File: src/rtl/seq_mag_comp.sv
// ============================================================================
//  Module      : seq_mag_comp
//  Description : Multi-cycle magnitude comparator, CHUNK bits per cycle,
//                MS chunk first, unsigned or two's-complement, early exit.
//  Revision    : 1.0 - initial release
// ============================================================================
`default_nettype none

module seq_mag_comp #(
    parameter int WIDTH      = 32,
    parameter int CHUNK      = 4,
    parameter int EARLY_EXIT = 1
) (
    input  logic                               clk,
    input  logic                               rst,
    input  logic                               in_valid,
    output logic                               in_ready,
    input  logic [WIDTH-1:0]                   a,
    input  logic [WIDTH-1:0]                   b,
    input  logic                               signed_mode,
    output logic                               out_valid,
    input  logic                               out_ready,
    output logic                               lt,
    output logic                               eq,
    output logic                               gt,
    output logic [$clog2(WIDTH/CHUNK+1)-1:0]   chunks
);

    localparam int NCH = WIDTH / CHUNK;
    localparam int CW  = $clog2(NCH + 1);
    localparam logic [CW-1:0] c_last_cnt = CW'(NCH - 1);
    localparam bit c_early = (EARLY_EXIT != 0);

    typedef enum logic [1:0] {
        S_IDLE = 2'd0,
        S_SCAN = 2'd1,
        S_DONE = 2'd2
    } state_t;

    state_t            r_state;
    state_t            w_state_next;
    logic [WIDTH-1:0]  r_a;
    logic [WIDTH-1:0]  r_b;
    logic [CW-1:0]     r_cnt;
    logic              r_found;
    logic              r_lt_pend;
    logic              r_lt;
    logic              r_eq;
    logic              r_gt;
    logic [CW-1:0]     r_chunks;

    logic [CHUNK-1:0]  w_top_a;
    logic [CHUNK-1:0]  w_top_b;
    logic              w_diff;
    logic              w_lt;
    logic              w_last;
    logic              w_found_now;
    logic              w_done_entry;
    logic              w_res_diff;
    logic              w_res_lt;
    logic [WIDTH-1:0]  w_msb_flip;

    // Operands are shifted left each cycle, so the chunk under test is
    // always the top one and the compare depth does not grow with WIDTH.
    assign w_top_a    = r_a[WIDTH-1 -: CHUNK];
    assign w_top_b    = r_b[WIDTH-1 -: CHUNK];
    assign w_diff     = (w_top_a != w_top_b);
    assign w_lt       = (w_top_a < w_top_b);
    assign w_last     = (r_cnt == c_last_cnt);
    assign w_msb_flip = {signed_mode, {(WIDTH-1){1'b0}}};

    assign w_res_diff = r_found | w_diff;
    assign w_res_lt   = r_found ? r_lt_pend : w_lt;

    always_comb begin
        w_state_next = r_state;
        w_found_now  = 1'b0;
        w_done_entry = 1'b0;
        case (r_state)
            S_IDLE: begin
                if (in_valid) w_state_next = S_SCAN;
            end
            S_SCAN: begin
                w_found_now  = !r_found && w_diff;
                w_done_entry = w_last || (c_early && w_found_now);
                if (w_done_entry) w_state_next = S_DONE;
            end
            S_DONE: begin
                if (out_ready) w_state_next = S_IDLE;
            end
            default: w_state_next = S_IDLE;
        endcase
    end

    always_ff @(posedge clk) begin
        if (rst) begin
            r_state   <= S_IDLE;
            r_a       <= '0;
            r_b       <= '0;
            r_cnt     <= '0;
            r_found   <= 1'b0;
            r_lt_pend <= 1'b0;
            r_lt      <= 1'b0;
            r_eq      <= 1'b0;
            r_gt      <= 1'b0;
            r_chunks  <= '0;
        end else begin
            r_state <= w_state_next;
            case (r_state)
                S_IDLE: begin
                    if (in_valid) begin
                        // Offset-binary: flipping both MSBs turns a signed
                        // compare into an unsigned one.
                        r_a     <= a ^ w_msb_flip;
                        r_b     <= b ^ w_msb_flip;
                        r_cnt   <= '0;
                        r_found <= 1'b0;
                    end
                end
                S_SCAN: begin
                    r_a   <= r_a << CHUNK;
                    r_b   <= r_b << CHUNK;
                    r_cnt <= r_cnt + CW'(1);
                    if (w_found_now) begin
                        r_found   <= 1'b1;
                        r_lt_pend <= w_lt;
                    end
                    if (w_done_entry) begin
                        r_lt     <= w_res_diff & w_res_lt;
                        r_gt     <= w_res_diff & !w_res_lt;
                        r_eq     <= !w_res_diff;
                        r_chunks <= r_cnt + CW'(1);
                    end
                end
                default: ;
            endcase
        end
    end

    assign in_ready  = (r_state == S_IDLE);
    assign out_valid = (r_state == S_DONE);
    assign lt        = r_lt;
    assign eq        = r_eq;
    assign gt        = r_gt;
    assign chunks    = r_chunks;

endmodule

`default_nettype wire

File: config.mk
export PLATFORM = sky130hd
export DESIGN_NAME = seq_mag_comp
export DESIGN_NICKNAME = d
export VERILOG_FILES = /design/src/rtl/seq_mag_comp.sv
export SDC_FILE = /design/constraint.sdc
export NUM_CORES = 1
export LEC_CHECK = 0
export BUFFER_PORTS_ARGS = -buffer_cell sky130_fd_sc_hd__buf_2
export CAP_MARGIN = 10
export CORE_MARGIN = 1
export CORE_UTILIZATION = 48
export CTS_CLUSTER_SIZE = 20
export DETAILED_ROUTE_END_ITERATION = 7
export HOLD_SLACK_MARGIN = 0.05
export PLACE_DENSITY = 0.75
export REMOVE_ABC_BUFFERS = 1
export SLEW_MARGIN = 20
export SYNTH_ARGS = -nofsm -noshare
export SYNTH_HDL_FRONTEND = slang
export SYNTH_SLANG_ARGS = --single-unit
File: constraint.sdc
create_clock -name clk -period 1.52 [get_ports clk]
set_input_delay 0.076 -clock clk [delete_from_list [all_inputs] [get_ports clk]]
set_output_delay 0.076 -clock clk [all_outputs]
set_load 0.01 [all_outputs]
==> metrics <==
Post-synth top flop dfxtp_1; min cycle time layout roughly 1.6 ns; Crit Path Max Fanout 4; endpoints failing setup 4; count of cell types in the netlist 36; Worst setup EP type flip-flop; Via density around 5.3; grt ovf 0; CTS H-Tree Depth 3; syn avg cell area slightly above 8 µm²; cts bufs inserted 9; Max IR drop VDD 0.653 mV; dominant cells by area after synthesis dfxtp_1, a311oi_1, nand2_1, nor2_1, buf_2; total die area approximately 7500 µm²; die height about 87 µm; Startpoint Class flip-flop; Max Slew Vio Count 0; Root Buffer clkbuf_8; Fin Setup TNS -0.134 ns; fin crit share 1.05; Synth area leader dfxtp_1; grt peak-use layer met2; met1 GRT Util 0.307; M3 GR Usage 0.0457; DRT antenna net count 0; Required @ worst endpoint 1.79 ns; slowest stage cell, crit path or3b_4; sequential-to-total area share from yosys stat 0.459; number of global-route vias before repair around 3300; first-pass GRT wire length about 15000 µm; CTS Sinks 79; highest clock rate ~630 MHz; die width roughly 87 µm; post-route cell area 4960 µm²; worst-margin pin slew between 0.4 and 0.5 ns; cell area after synthesis between 3000 and 4000 µm²; final count of hold timing violations 0; reg-to-reg endpoint lt; DP Wirelength just under 5000 µm; largest net degree at the start of global routing 63; ratio of cells with drive above 1 in the final layout 0.249; fin util 0.721; Worst Path Arrival around 1.9 ns; met2 Use GR 0.439; I/O Buffers 77; slew margin rel. 0.700; Max-Cap Viols 0; CP max stage delay about 0.38 ns; area grow syn2layout 43.7%; crit path launch r_b[29]; Clock Tree Buf Depth 2; drt wl/cell 14.2 µm; Placer Congestion ~0.81; status finished with violations; number of synthesized flops with an enable pin 0; Worst Hold Class in -> reg; row cnt 30; top cell type's share of synthesized area 0.459; Setup crit end lt; Nets 631; top cells by count, synth nand2_1, nor2_1, dfxtp_1; DP Area 3960 µm²; # diodes 0; CTS tree yes; vias after detailed routing between 3000 and 4000; most common cell in the netlist nand2_1; GRT Total Usage 0.258; core outline area around 6900 µm²; crit path cell chain inv_2 -> ha_4 -> a41oi_4 -> o21a_4 -> or3b_4 -> o32ai_2; unrepaired setup endpoints after global routing true; Post-Route WL 9360 µm; I/O pins between 70 and 80; leak pwr between 2 and 2.5 nW; r2r setup slk -0.07 ns; cells on worst reg2reg path 6; drt drc 0; PwrDens roughly 1200 nW/µm²; clock slew at reported path FFs 0.08 ns; initial antenna violation count 0; synth warn 0; post-route setup slack -0.0738 ns; crit path kind reg -> reg; drt pass-1 iters 4; Syn Inst Count between 400 and 500; worst skew pair latency roughly 0.36 ns; initial core utilization 0.502; clk_skew between 0.007 and 0.008 ns; register bit count reported by yosys approximately 80; reg2reg start r_b[29]; DR iter-0 viols 214; async set or reset register ratio after synthesis 0; failing checks setup timing
[metrics by stage]
step                cells  hold slack [ns]  power (mW)  setup WS [ns]
CTS                   657            0.140        5.74        -0.0169
detailed placement    576            0.320        3.80         -0.159
global placement      576            0.311        3.76        -0.0668
floorplan             385            0.145        3.30          -1.83
global route          658            0.215        6.16         -0.110
finish                658            0.145        5.85        -0.0738
[per-layer routing]
metal	vias up	wire [µm]
li1	1740	-
met5	-	0
met1	1588	3890
met4	0	286
met2	140	4650
met3	30	539
[state kept, by name (all words and copies together) (netlist names), 2 cells and up]
name / cells
chunks: 4
r_a: 32
r_b: 32
r_cnt: 4
r_state: 2
[how the worst min path moves through the flow]
stage / from / end / slack, ns / depth (start not counted)
after floorplan: rst / r_cnt[2] / 0.15 / 1
after global placement: b[2] / r_b[2] / 0.31 / 3
after detailed placement: b[0] / r_b[0] / 0.32 / 3
after CTS: rst / eq / 0.14 / 2
after global routing: rst / eq / 0.22 / 2
final: rst / eq / 0.15 / 2
[layout by cell type, fill, tap and decap left out, types with 2 or more instances in the layout]
cell	synthesis	layout
a211oi_1	4	4
a21oi_1	5	4
a222oi_1	2	2
a22oi_1	11	10
a311oi_1	54	53
buf_12	0	5
buf_2	17	77
buf_4	2	15
bufinv_16	0	2
clkbuf_1	9	2
clkbuf_8	0	11
dfxtp_1	79	71
dfxtp_2	0	8
dlygate4sd3_1	0	63
ha_4	0	4
inv_1	6	3
inv_2	0	3
mux2i_1	3	3
nand2_1	110	110
nand4_1	2	2
nor2_1	80	80
nor2b_1	3	2
xnor2_1	2	2
xor2_1	2	2
[what timing repair did]
action,4_1_cts,5_1_grt
setup endpoints to repair,7,31
hold buffers,63,0
gates resized for setup,15,8
pin swaps,6,2
endpoints found under the hold margin,63,0
buffers inserted,2,0
cloned,0,1
[critical path, delay by kind of cell, from the launching register on]
| family | cells | cell delay (ns) |
|---|---|---|
| flip-flops | 1 | 0.34 |
| AND/OR/NAND/NOR | 1 | 0.38 |
| adder cells (fa/ha/maj) | 1 | 0.23 |
| buffers and inverters | 1 | 0.04 |
| AO/OA/AOI/OAI | 3 | 0.51 |
[layout make-up]
cell class,count,area (µm²)
Fill cell,512,1910
Multi-Input combinational cell,300,1740
Sequential cell,79,1590
Timing Repair Buffer,161,1250
Clock buffer,13,159
Tap cell,96,120
Clock inverter,3,65.1
Inverter,6,22.5
[where the power goes]
part	internal, mW	switching, mW	total [mW]
combinational	0.763	0.815	1.58
sequential	2.35	0.165	2.51
clock	1.01	0.749	1.76
[kinds of logic (layout without fill, tap and decap cells)]
kind of cell / Yosys count / count (layout) / share of synthesized area
flip-flops: 79 / 79 / 0.459
adder cells (fa/ha/maj): 5 / 5 / 0.0181
multiplexers: 3 / 3 / 0.00871
AND/OR/NAND/NOR: 206 / 206 / 0.239
AO/OA/AOI/OAI: 82 / 82 / 0.201
XOR/XNOR: 4 / 4 / 0.0102
buffers and inverters: 42 / 183 / 0.0649
Note: power is estimated with default switching activity, not from simulation.
